### config.mk
export PLATFORM = sky130hd
export DESIGN_NAME = freq_bram_writer
export DESIGN_NICKNAME = d
export VERILOG_FILES = /design/src/rtl/freq_bram_writer_pkg.sv /design/src/rtl/freq_bram_writer.sv
export SDC_FILE = /design/constraint.sdc
export NUM_CORES = 1
export LEC_CHECK = 0
export BUFFER_PORTS_ARGS = -buffer_cell sky130_fd_sc_hd__buf_2
export CORE_MARGIN = 2
export CORE_UTILIZATION = 40
export DETAILED_ROUTE_END_ITERATION = 16
export GPL_TIMING_DRIVEN = 0
export SETUP_SLACK_MARGIN = 0.02
export SKIP_LAST_GASP = 1
export SYNTH_ARGS = -nofsm -noshare
export SYNTH_HDL_FRONTEND = slang
export SYNTH_SLANG_ARGS = --single-unit
export TNS_END_PERCENT = 5
### constraint.sdc
create_clock -name clk -period 2.1 [get_ports clk]
set_input_delay 0.105 -clock clk [delete_from_list [all_inputs] [get_ports clk]]
set_output_delay 0.105 -clock clk [all_outputs]
set_load 0.02 [all_outputs]
### src/rtl/freq_bram_writer_pkg.sv
// Shared definitions for the waterfall frequency BRAM.
// Used by the write side (freq_bram_writer) and by the display-side reader.
//   DEF_BINS_W / DEF_ADDR_W : default geometry of the waterfall buffer
//   BINS / ROWS             : bins per row and rows in the circular buffer
//   wr_state_e              : write-side FSM state encoding
package freq_bram_writer_pkg;

  localparam int DEF_BINS_W = 5;
  localparam int DEF_ADDR_W = 9;
  localparam int DEF_ROWS_W = DEF_ADDR_W - DEF_BINS_W;
  localparam int BINS       = 1 << DEF_BINS_W;
  localparam int ROWS       = 1 << DEF_ROWS_W;

  typedef enum logic [1:0] {
    RUN  = 2'd0,  // accepting bins of the current row
    FILL = 2'd1,  // short frame: padding the rest of the row with zeros
    DROP = 2'd2   // long frame: discarding bins past the end of the row
  } wr_state_e;

endpackage

### src/rtl/freq_bram_writer.sv
// Write side of the waterfall frequency BRAM.
// Takes a stream of unsigned spectrum magnitudes (one frame = one row of
// bins), scales and saturates each to DATA_W bits and writes it into a
// circular buffer of ROWS x BINS words. Reports the newest completed row.
// Ports:
//   clk        : single clock, also the BRAM w_clk
//   reset      : synchronous, active-high
//   s_valid    : input magnitude valid
//   s_ready    : block can accept a magnitude
//   s_data     : magnitude, unsigned, IN_W bits
//   s_last     : final bin of a frame
//   w_en       : BRAM write enable (one cycle per write)
//   w_addr     : BRAM write address {row, bin}
//   d_in       : BRAM write data
//   top_row    : newest completed row
//   frame_done : one-cycle pulse when a row completes
module freq_bram_writer
  import freq_bram_writer_pkg::*;
#(
  parameter int ADDR_W = DEF_ADDR_W,
  parameter int DATA_W = 8,
  parameter int BINS_W = DEF_BINS_W,
  parameter int IN_W   = 16,
  parameter int SHIFT  = 4
) (
  input  logic                     clk,
  input  logic                     reset,
  input  logic                     s_valid,
  output logic                     s_ready,
  input  logic [IN_W-1:0]          s_data,
  input  logic                     s_last,
  output logic                     w_en,
  output logic [ADDR_W-1:0]        w_addr,
  output logic [DATA_W-1:0]        d_in,
  output logic [ADDR_W-BINS_W-1:0] top_row,
  output logic                     frame_done
);

  localparam int ROW_W = ADDR_W - BINS_W;
  localparam logic [IN_W-1:0] SAT_LIMIT = IN_W'((2 ** DATA_W) - 1);

  // Scaled magnitude clamped to the largest word the BRAM can hold.
  function automatic logic [DATA_W-1:0] saturate(input logic [IN_W-1:0] mag);
    logic [IN_W-1:0] v;
    v = mag >> SHIFT;
    if (v > SAT_LIMIT) begin
      return '1;
    end
    return v[DATA_W-1:0];
  endfunction

  wr_state_e          state_reg, state_next;
  logic [ROW_W-1:0]   row_reg, row_next;
  logic [BINS_W-1:0]  bin_reg, bin_next;
  logic               ready_reg, ready_next;
  logic               w_en_reg, w_en_next;
  logic [ADDR_W-1:0]  w_addr_reg, w_addr_next;
  logic [DATA_W-1:0]  d_in_reg, d_in_next;
  logic [ROW_W-1:0]   top_row_reg, top_row_next;
  logic               frame_done_reg, frame_done_next;
  logic               frame_complete;
  logic               accept;
  logic               bin_is_last;

  assign accept      = s_valid && ready_reg;
  assign bin_is_last = (bin_reg == '1);

  always_comb begin
    state_next      = state_reg;
    row_next        = row_reg;
    bin_next        = bin_reg;
    w_en_next       = 1'b0;
    w_addr_next     = w_addr_reg;
    d_in_next       = d_in_reg;
    top_row_next    = top_row_reg;
    frame_done_next = 1'b0;
    frame_complete  = 1'b0;

    case (state_reg)
      RUN: begin
        if (accept) begin
          w_en_next   = 1'b1;
          w_addr_next = {row_reg, bin_reg};
          d_in_next   = saturate(s_data);
          if (s_last && bin_is_last) begin
            frame_complete = 1'b1;
          end else if (s_last) begin
            state_next = FILL;
            bin_next   = bin_reg + BINS_W'(1);
          end else if (bin_is_last) begin
            state_next = DROP;
          end else begin
            bin_next = bin_reg + BINS_W'(1);
          end
        end
      end
      FILL: begin
        w_en_next   = 1'b1;
        w_addr_next = {row_reg, bin_reg};
        d_in_next   = '0;
        if (bin_is_last) begin
          frame_complete = 1'b1;
        end else begin
          bin_next = bin_reg + BINS_W'(1);
        end
      end
      DROP: begin
        if (accept && s_last) begin
          frame_complete = 1'b1;
        end
      end
      default: begin
        state_next = RUN;
      end
    endcase

    // The completion pulse is registered alongside the final write, so it
    // lines up with that write's w_en (or trails the dropped s_last by one).
    if (frame_complete) begin
      frame_done_next = 1'b1;
      top_row_next    = row_reg;
      row_next        = row_reg + ROW_W'(1);
      bin_next        = '0;
      state_next      = RUN;
    end

    // Ready is registered from the next state so it is low exactly while
    // the zero padding is being written.
    ready_next = (state_next != FILL);
  end

  always_ff @(posedge clk) begin
    if (reset) begin
      state_reg      <= RUN;
      row_reg        <= '0;
      bin_reg        <= '0;
      ready_reg      <= 1'b0;
      w_en_reg       <= 1'b0;
      w_addr_reg     <= '0;
      d_in_reg       <= '0;
      top_row_reg    <= '0;
      frame_done_reg <= 1'b0;
    end else begin
      state_reg      <= state_next;
      row_reg        <= row_next;
      bin_reg        <= bin_next;
      ready_reg      <= ready_next;
      w_en_reg       <= w_en_next;
      w_addr_reg     <= w_addr_next;
      d_in_reg       <= d_in_next;
      top_row_reg    <= top_row_next;
      frame_done_reg <= frame_done_next;
    end
  end

  assign s_ready    = ready_reg;
  assign w_en       = w_en_reg;
  assign w_addr     = w_addr_reg;
  assign d_in       = d_in_reg;
  assign top_row    = top_row_reg;
  assign frame_done = frame_done_reg;

endmodule

# Word level (Yosys, flattened, before mapping)
# Cells that the tools add are included.
[totals]
regBits = 35
output_inout_bits = 24
elab_cells = 55
[classes]
addsub = 2
n_reduce_logical = 9
n_mux = 28
eq_ne = 6
order_cmp = 1
[ops]
columns = ["cell", "n"]
rows = [
  ["$mux 8", 3],
  ["$mux 5", 4],
  ["$pmux 9 s2", 1],
  ["$pmux 8 s2", 1],
  ["$gt 12x8->1 const B", 1],
  ["$mux 2", 5],
  ["$pmux 5 s2", 1],
  ["$mux 1", 9],
  ["$mux 9", 1],
  ["$add 5x1->5 const B", 1],
  ["$eq 5x5->1 const B", 1],
  ["$add 4x1->4 const B", 1],
  ["$ne 2x2->1 const B", 2],
  ["$pmux 2 s2", 1],
  ["$reduce_or 2->1", 2],
  ["$logic_and 1x1->1", 3],
  ["$pmux 1 s3", 1],
  ["$reduce_and 3->1", 1],
  ["$eq 2x1->1 const B", 1],
  ["$eq 2x2->1 const B", 1],
  ["$logic_not 2->1", 1],
  ["$ne 2x1->1 const B", 1],
  ["$pmux 1 s2", 1],
  ["$reduce_and 2->1", 1],
  ["$reduce_bool 2->1", 1],
]

# Logic depth before layout (Yosys ltp)
# Gate-level depths: netlist of run 1.
[depth]
depth_word = 8
depth_mapped = 8

# Worst setup path after synthesis of run 1
# OpenSTA, ideal clock, no wires.
[synth_path]
kind = "flip-flop to flip-flop"
startpoint = "register bin_reg[0]"
endpoint = "register state_reg[1]"
path_stages_with_launch = 9
setup_time_ps = 73
t_arrival_ps = 1664
required_ps = 2027
period_less_slack_ps = 1737
setup_slack_ps = 363
path_cell_list = "dfxtp_1 > ha_1 > and3_1 > ha_1 > o21ai_1 > o22ai_2 > or2_1 > buf_6 > nor3_2"
[synth_via]
elab_chain_cells = 7
[synth_lines]
columns = ["element", "line_no", "text"]
rows = [
  ["start: declaration", "freq_bram_writer.sv:54", "logic [BINS_W-1:0] bin_reg, bin_next;"],
  ["start signal: assignment", "freq_bram_writer.sv:146", "bin_reg <= bin_next;"],
  ["$eq 5x5->1 *", "freq_bram_writer.sv:66", "assign bin_is_last = (bin_reg == '1);"],
  ["$mux 2", "freq_bram_writer.sv:90", "end else if (bin_is_last) begin"],
  ["$mux 2", "freq_bram_writer.sv:87", "end else if (s_last) begin"],
  ["$mux 2", "freq_bram_writer.sv:85", "if (s_last && bin_is_last) begin"],
  ["$mux 2", "freq_bram_writer.sv:81", "if (accept) begin"],
  ["$pmux 2 s2", "freq_bram_writer.sv:79", "case (state_reg)"],
  ["$mux 2 *", "freq_bram_writer.sv:119", "if (frame_complete) begin"],
  ["end signal: assignment", "freq_bram_writer.sv:144", "state_reg <= state_next;"],
  ["end: declaration", "freq_bram_writer.sv:52", "wr_state_e state_reg, state_next;"],
]
# Mark *: on every way between the ends. The rest lies on a longest branch, timed or not.
# A chain may end at the register's enable or synchronous reset.

# Worst setup path in the final report of run 1
[layout_path]
startpoint = "register bin_reg[0]"
endpoint = "register row_reg[1]"
[layout_via]
elab_chain_cells = 5
[layout_lines]
columns = ["element", "line_no", "text"]
rows = [
  ["$eq 5x5->1 *", "freq_bram_writer.sv:66", ""],
  ["$logic_and 1x1->1", "freq_bram_writer.sv:85", ""],
  ["$mux 1", "freq_bram_writer.sv:85", ""],
  ["$mux 1", "freq_bram_writer.sv:81", ""],
  ["$pmux 1 s3 *", "freq_bram_writer.sv:79", ""],
  ["end signal: assignment", "freq_bram_writer.sv:145", "row_reg <= row_next;"],
  ["end: declaration", "freq_bram_writer.sv:53", "logic [ROW_W-1:0] row_reg, row_next;"],
]
# Marked as above.

==> results_dict.tcl, run 1 <==
set metrics [dict create \
    grt_use_total_pct 15.5 \
    dp_hpwl_mm 2.23 \
    place.gp.congestion 0.740 \
    ioPinCount 44 \
    max_freq_mhz 535 \
    holdWs_ns 0.0508 \
    period_needed_ns 1.87 \
    p_leak_nw 0.746 \
    layout_commonest_cell "buf_2" \
    period_share_pct 89.0 \
    crit_slowest_cell "dfxtp_1" \
    drc 0 \
    cts_tree "built" \
    hold_path_depth 3 \
    h-tree-depth 2 \
    ctsHoldBuffers 0 \
    crit_fanout 10 \
    hold_viol 0 \
    r2r_cells 8 \
    ys.warnings.count 0 \
    yosysSeqAreaShare_pct 48.5 \
    top_usage_layer "met2" \
    root_buffer "clkbuf_4" \
    crit_required_ns 2.32 \
    initial_core_util_pct 42.3 \
    p_per_area_nw_per_um2 725 \
    synth_nets 188 \
    syn_area_per_cell_um2 8.87 \
    num_rows 21 \
    post_route_cells_drive_above_1_share_pct 26.8 \
    critPathLaunchType "flip-flop" \
    fin_util_pct 51.9 \
    post_cts_buffers 0 \
    end_kind "flip-flop" \
    core-area_um2 3420 \
    ys_types 34 \
    path_cells "ha_1, and3_1, ha_2, o21ai_1, o22ai_2, buf_6, mux2i_1, nor2_1" \
    antennaDiodeCount 0 \
    r2r_end "row_reg[1]$_SDFFE_PP0P_" \
    slew_viol_final 0 \
    grt.met2_usage_pct 25.1 \
    cts_sinks 35 \
    final_cell_mix "41 x buf_2, 35 x dfxtp_1, 27 x nand2_1, 21 x a21oi_1, 14 x nor2_1" \
    cp_num_buf_inv 1 \
    clk_pin_slew_ns 0.10 \
    worstMarginPinSlew_ns 0.658 \
    holdPathEnd "d_in[2]$_SDFFE_PP0P_" \
    use_met1_pct 18.2 \
    path_class "reg2reg" \
    cts_buffer_depth 2 \
    power_w 0.00128 \
    grt_pass1_wl_mm 4.86 \
    design_area_um2 1770 \
    fin_nets 234 \
    ant_nets 0 \
    cp_slowest_stage_delay_ns 0.41 \
    portBuffers 39 \
    synth-seq-cells 35 \
    clock_latency_ns 0.34 \
    r2r_setup_slack_ns 0.23 \
    vdd_drop_max_mv 0.446 \
    via_per_inst 4.76 \
    gr-total-overflow 0 \
    die-area_um2 4110 \
    outcome "finished, final reports clean" \
    grt_max_degree 11 \
    die_h_um 64.1 \
    antenna_found_initial 0 \
    use_met3_pct 6.34 \
    drt_wl_total_mm 2.92 \
    area_delta_synth_final_pct 22.6 \
    grt_pass1_vias 1059 \
    r2r_start "bin_reg[0]$_SDFFE_PP0P_" \
    setup_violations 0 \
    syn_inst 163 \
    holdCritStartpoint "s_data[6]" \
    die_x_um 64.1 \
    path_delay_family "adder cells" \
    first_pass_iters 4 \
    rsz0062_at_grt "no" \
    maxCapViolations 0 \
    cts_buffers 5 \
    syn_area_um2 1450 \
    drtIter0Drc 35 \
    largest_reg_flops 9 \
    post_dp_cell_area_um2 1700 \
    setup_tns_ns 0 \
    min_path_type "in2reg" \
    relSlewSlack_pct 56.0 \
    vias 1215 \
    finalClockSkew_ns 0.00854 \
    crit_arrival_ns 2.09 \
    avgRoutedWirePerCell_um 11.4 \
]
[worst max-delay path by stage]
stage | startpoint | end | depth (start not counted)
final | bin_reg[0]$_SDFFE_PP0P_ | row_reg[1]$_SDFFE_PP0P_ | 8
after global routing | bin_reg[1]$_SDFFE_PP0P_ | row_reg[1]$_SDFFE_PP0P_ | 8
after CTS | bin_reg[0]$_SDFFE_PP0P_ | row_reg[1]$_SDFFE_PP0P_ | 8
after detailed placement | bin_reg[0]$_SDFFE_PP0P_ | top_row[1]$_SDFFE_PP0P_ | 8
after global placement | bin_reg[0]$_SDFFE_PP0P_ | top_row[2]$_SDFFE_PP0P_ | 8
after floorplan | bin_reg[0]$_SDFFE_PP0P_ | state_reg[1]$_SDFF_PP0_ | 8
[worst reg2reg max path, cell delays in order (launching register included)]
cell and delay [ns]:
dfxtp_1 0.41, ha_1 0.19, and3_1 0.22, ha_2 0.26, o21ai_1 0.09, o22ai_2 0.15
buf_6 0.18, mux2i_1 0.20, nor2_1 0.06
[area by class of cell]
type                    count  area [um2]
plain buffers               9        62.6
clock buffers               6        41.3
clock inverters             1        30.0
fillers                   335        1640
inverters                   5        18.8
multi-input cells         114         666
flip-flops and latches     35         701
well taps                  46        57.6
repair buffers             39         195
[metal layers]
layer  wire length [um]  up-vias
li1                   -      650
met1               1300      541
met2               1450       19
met3                125        5
met4                 44        0
met5                  0        -
[cells by family (layout without fill, tap and decap cells)]
group / after synthesis / in the layout / share of synthesized area, %
flip-flops: 35 / 35 / 48.5
multiplexers: 6 / 6 / 4.16
AO/OA/AOI/OAI: 40 / 40 / 16.1
AND/OR/NAND/NOR: 59 / 59 / 18.9
adder cells (fa/ha/maj): 5 / 5 / 4.33
XOR/XNOR: 4 / 4 / 2.42
buffers and inverters: 14 / 60 / 5.63
[repair_timing]
item,4_1_cts,5_1_grt
endpoints found under the hold margin,0,0
endpoints found under the setup margin,0,3
resized for setup,0,1
[per-stage QoR]
step | setup slack, ns | std cells
after global routing | 0.0668 | 255
after detailed placement | 0.189 | 248
final | 0.231 | 255
after floorplan | 0.363 | 163
after global placement | 0.231 | 248
after CTS | 0.162 | 255
[synthesized netlist by cell type, drive strengths merged]
master  number  area (um2)
a41oi        1        8.76
a21oi       22         114
and3b        1        8.76
xnor2        4        35.0
a31oi        1        6.26
or4          1        7.51
buf          6        51.3
nor2b        1        6.26
and3         2        12.5
or2          2        12.5
nor4         1        6.26
nor4b        1        8.76
nand3        4        20.0
nand2       27         101
o21bai       1        7.51
o22ai        1        12.5
ha           5        62.6
dfxtp       35         701
o21ai       10        50.0
nand2b       1        6.26
a21bo        1        10.0
mux2i        6        60.1
clkbuf       3        11.3
inv          5        18.8
a21o         2        15.0
nand3b       2        15.0
a211o        1        8.76
nor2        14        52.6
nor3         2        15.0
[power by group]
| group | leakage (nW) | internal (W) | switching (W) |
|---|---|---|---|
| clock network | 0.0383 | 0.000245 | 0.000208 |
| registers | 0.284 | 0.000684 | 0.0000144 |
| logic | 0.423 | 0.0000511 | 0.0000813 |
| total | 0.746 | 0.000980 | 0.000304 |
Note: power is estimated with default switching activity, not from simulation.
==> run 2: changes to the inputs <==
Settings changed: BUFFER_PORTS_ARGS -buffer_cell sky130_fd_sc_hd__buf_2 to unset, DONT_BUFFER_PORTS set to 1.
==> results_dict.tcl, run 2 (same netlist as run 1, synthesis figures left out) <==
set metrics [dict create \
    cts_buffer_depth 2 \
    crit_fanout 7 \
    place_ws_ns 0.175 \
    clock_latency_ns 0.34 \
    final_cell_mix "34 x dfxtp_1, 27 x nand2_1, 21 x a21oi_1, 14 x nor2_1, 9 x o21ai_1" \
    avgRoutedWirePerCell_um 13.5 \
    cp_slowest_stage_delay_ns 0.36 \
    gr-total-overflow 0 \
    ant_nets 0 \
    root_buffer "clkbuf_4" \
    relSlewSlack_pct 62.7 \
    path_cells "ha_1, and3_1, ha_4, o21ai_1, o22ai_2, or2_1, buf_6, nor3_2" \
    antennaDiodeCount 0 \
    antenna_found_initial 0 \
    dpl.cell_count 209 \
    period_needed_ns 1.86 \
    cts_tree "built" \
    min_path_type "in2reg" \
    vias 1131 \
    area_delta_synth_final_pct 14.2 \
    h-tree-depth 2 \
    die_h_um 64.1 \
    maxCapViolations 0 \
    crit_slowest_cell "dfxtp_2" \
    grt_pass1_vias 1076 \
    dp_hpwl_mm 2.23 \
    clk_pin_slew_ns 0.11 \
    largest_reg_flops 9 \
    post_dp_cell_area_um2 1500 \
    end_kind "flip-flop" \
    grt_max_degree 12 \
    setup_violations 0 \
    crit_arrival_ns 2.12 \
    p_per_area_nw_per_um2 709 \
    outcome "finished, final reports clean" \
    vdd_drop_max_mv 0.477 \
    die-area_um2 4110 \
    cts_buffers 5 \
    num_rows 21 \
    slew_viol_final 0 \
    drtIter0Drc 24 \
    path_class "reg2reg" \
    critPathLaunchType "flip-flop" \
    initial_core_util_pct 42.3 \
    ioPinCount 44 \
    finalClockSkew_ns 0.00881 \
    stdcell_count 225 \
    period_share_pct 88.4 \
    grt_use_total_pct 15.7 \
    cp_num_buf_inv 1 \
    fin_nets 203 \
    post_route_cells_drive_above_1_share_pct 10.6 \
    design_area_um2 1650 \
    fillers 348 \
    setup_tns_ns 0 \
    crit_required_ns 2.37 \
    place.gp.congestion 0.722 \
    holdWs_ns 0.0196 \
    worstMarginPinSlew_ns 0.558 \
    path_delay_family "simple AND/OR/NAND/NOR gates" \
    grt_pass1_wl_mm 4.99 \
    p_leak_nw 0.581 \
    hold_viol 0 \
    cts_sinks 35 \
    portBuffers 0 \
    rsz0062_at_grt "no" \
    worst_slack_ns 0.244 \
    die_x_um 64.1 \
    core-area_um2 3420 \
    first_pass_iters 4 \
    max_freq_mhz 539 \
    via_per_inst 5.03 \
    drt_wl_total_mm 3.03 \
    layout_commonest_cell "dfxtp_1" \
    drc 0 \
]
==> run 2: changes by cell type in the layout (fill, tap and decap cells not counted), sizes merged <==
| cell | previous run | this run |
|---|---|---|
| bufinv | 1 | 0 |
| dlygate4sd3 | 0 | 8 |
| clkinv | 0 | 1 |
| buf | 45 | 6 |
| clkinvlp | 0 | 1 |
==> run 2: worst paths after layout <==
check                           from                      end  slack, ns  cells past startpoint
max          bin_reg[0]$_SDFFE_PP0P_  state_reg[1]$_SDFF_PP0_       0.24                      8
min                           s_last  bin_reg[4]$_SDFFE_PP0P_       0.02                      3
max reg2reg  bin_reg[0]$_SDFFE_PP0P_  state_reg[1]$_SDFF_PP0_       0.24                      8
min reg2reg  bin_reg[3]$_SDFFE_PP0P_   w_addr[3]$_SDFFE_PP0P_       0.49                      2
==> run 2: repair_timing <==
item | 4_1_cts | 5_1_grt
buffers inserted | 0 | 0
endpoints found under the hold margin | 8 | 0
gates resized for setup | 0 | 3
hold buffers | 8 | 0
setup endpoints to repair | 0 | 9
==> run 2: final cells by class <==
cell class / count / area, um2 / area share (%)
flip-flops and latches: 35 / 702 / 42.5
multi-input cells: 114 / 676 / 40.9
repair buffers: 8 / 80.1 / 4.85
plain buffers: 9 / 62.6 / 3.79
well taps: 46 / 57.6 / 3.49
clock buffers: 6 / 41.3 / 2.50
inverters: 5 / 18.8 / 1.14
clock inverters: 2 / 12.5 / 0.758
==> run 2: per-layer routing <==
metal | part of all wire (%) | track usage (%) | vias up
li1 | - | - | 580
met1 | 41 | 16.8 | 516
met2 | 50 | 26.8 | 26
met3 | 5.8 | 5.28 | 9
met4 | 2.9 | 8.78 | 0
met5 | 0 | 0 | -
==> run 2: report_power, final <==
| group | internal [W] | switching, W | leakage, nW |
|---|---|---|---|
| sequential | 0.000685 | 0.0000370 | 0.284 |
| combinational | 0.0000416 | 0.0000530 | 0.269 |
| clock | 0.000129 | 0.000224 | 0.0282 |
| total | 0.000855 | 0.000314 | 0.581 |
==> run 2: worst reg2reg max path: cells and delay by family (launching register included) <==
kind | cells | cell delay (ns)
flops | 1 | 0.36
simple gates | 3 | 0.61
fa+ha+maj | 2 | 0.41
buf+inv | 1 | 0.13
compound gates | 2 | 0.27
==> run 2: stage by stage <==
step | power [W] | util (%)
detailed placement | 0.000819 | 44.0
floorplan | 0.000798 | -
global placement | 0.000815 | 44.0
CTS | 0.00118 | 47.9
finish | 0.00117 | 48.3
global route | 0.00122 | 48.3
==> run 3: changes to the inputs <==
Settings changed: MAX_ROUTING_LAYER set to met4, SLEW_MARGIN set to 5.
Clock period 2.1 ns to 2.2 ns, I/O delays scaled along.
==> results_dict.tcl, run 3 (same netlist as run 1, synthesis figures left out) <==
set metrics [dict create \
    via_per_inst 5.02 \
    grt_use_total_pct 16.1 \
    p_per_area_nw_per_um2 680 \
    largest_reg_flops 9 \
    period_needed_ns 1.90 \
    regArea_um2 701 \
    slew_viol_final 0 \
    cts_sinks 35 \
    crit_required_ns 2.42 \
    first_pass_iters 4 \
    path_cells "ha_1, and3_1, ha_2, o21ai_1, o22ai_2, buf_6, mux2i_1, nor2_1" \
    place.gp.congestion 0.731 \
    drc 0 \
    area_delta_synth_final_pct 13.4 \
    cts_tree "built" \
    end_kind "flip-flop" \
    worstMarginPinSlew_ns 0.558 \
    crit_slowest_cell "dfxtp_1" \
    antenna_found_initial 0 \
    period_share_pct 86.4 \
    ioPinCount 44 \
    grt_pass1_vias 1077 \
    setup_tns_ns 0 \
    drtIter0Drc 35 \
    layout_commonest_cell "dfxtp_1" \
    root_buffer "clkbuf_4" \
    fin_nets 203 \
    hold_viol 0 \
    dp_hpwl_mm 2.23 \
    crit_fanout 10 \
    initial_core_util_pct 42.3 \
    path_class "reg2reg" \
    h-tree-depth 2 \
    p_leak_nw 0.581 \
    critPathLaunchType "flip-flop" \
    portBuffers 0 \
    clock_latency_ns 0.34 \
    outcome "finished, final reports clean" \
    fin_util_pct 48.0 \
    cp_slowest_stage_delay_ns 0.42 \
    die-area_um2 4110 \
    setup_violations 0 \
    vdd_drop_max_mv 0.454 \
    num_rows 21 \
    avgRoutedWirePerCell_um 13.4 \
    min_path_type "in2reg" \
    ant_nets 0 \
    antennaDiodeCount 0 \
    rsz0062_at_grt "no" \
    finalClockSkew_ns 0.00914 \
    path_delay_family "adder cells" \
    post_cts_buffers 0 \
    max_freq_mhz 526 \
    core-area_um2 3420 \
    final_cell_mix "35 x dfxtp_1, 27 x nand2_1, 21 x a21oi_1, 14 x nor2_1, 9 x o21ai_1" \
    grt_max_degree 12 \
    relSlewSlack_pct 62.7 \
    post_route_cells_drive_above_1_share_pct 10.1 \
    gr-total-overflow 0 \
    clk_pin_slew_ns 0.11 \
    cp_num_buf_inv 1 \
    fillers 349 \
    vias 1129 \
    cts_buffer_depth 2 \
    drt_wl_total_mm 3.02 \
    crit_arrival_ns 2.12 \
    die_h_um 64.1 \
    power_w 0.00112 \
    grt_pass1_wl_mm 4.98 \
    die_x_um 64.1 \
    maxCapViolations 0 \
    multi_input_comb_area_um2 666 \
    cts_buffers 5 \
]
## run 3: cell types whose count changed in the layout (fill, tap and decap cells not counted)
cell,delta
dfxtp_1,+1
dfxtp_2,-1
ha_2,+1
ha_4,-1
## run 3: power breakdown
part	internal, W	switching (W)
logic	0.0000397	0.0000506
clock network	0.000123	0.000213
registers	0.000653	0.0000354
## run 3: layout make-up
class	instances	share of cell area, %
repair buffers	8	4.89
inverters	5	1.15
plain buffers	9	3.82
well taps	46	3.51
multi-input cells	114	40.6
flip-flops and latches	35	42.7
clock buffers	6	2.52
clock inverters	2	0.763
## run 3: through the flow
| step | instance area [um2] | hold WS (ns) | setup slack [ns] | cells |
|---|---|---|---|---|
| floorplan | 1450 | 0.311 | 0.463 | 163 |
| global placement | 1500 | 0.316 | 0.334 | 209 |
| detailed placement | 1500 | 0.325 | 0.275 | 209 |
| CTS | 1640 | 0.0179 | 0.234 | 225 |
| global route | 1640 | 0.0464 | 0.0788 | 225 |
| finish | 1640 | 0.0248 | 0.300 | 225 |
## run 3: repair_timing
| item | 4_1_cts | 5_1_grt |
|---|---|---|
| gates resized for setup | 0 | 1 |
| hold buffers | 8 | 0 |
| endpoints found under the hold margin | 8 | 0 |
| setup endpoints to repair | 0 | 1 |
## run 3: worst reg2reg max path, delay by kind of cell (launching register included)
family                   cells  cell delay (ns)
AND/OR/NAND/NOR              2             0.27
AO/OA/AOI/OAI                2             0.26
flip-flops                   1             0.42
buffers and inverters        1             0.18
multiplexers                 1             0.18
adder cells (fa/ha/maj)      2             0.47
## run 3: worst paths after layout
path	start	to	slack [ns]	depth (start not counted)
worst max-delay path	bin_reg[0]$_SDFFE_PP0P_	top_row[1]$_SDFFE_PP0P_	0.30	8
worst max register to register	bin_reg[0]$_SDFFE_PP0P_	top_row[1]$_SDFFE_PP0P_	0.30	8
worst min-delay path	s_last	bin_reg[4]$_SDFFE_PP0P_	0.02	3
worst min register to register	bin_reg[3]$_SDFFE_PP0P_	w_addr[3]$_SDFFE_PP0P_	0.50	2
## run 3: metal layers
layer | global-route usage, % | vias up | share of wire (%)
li1 | - | 580 | -
met1 | 16.8 | 512 | 40
met2 | 26.8 | 25 | 50
met3 | 5.28 | 12 | 6.1
met4 | 8.78 | 0 | 3.4
met5 | - | - | 0
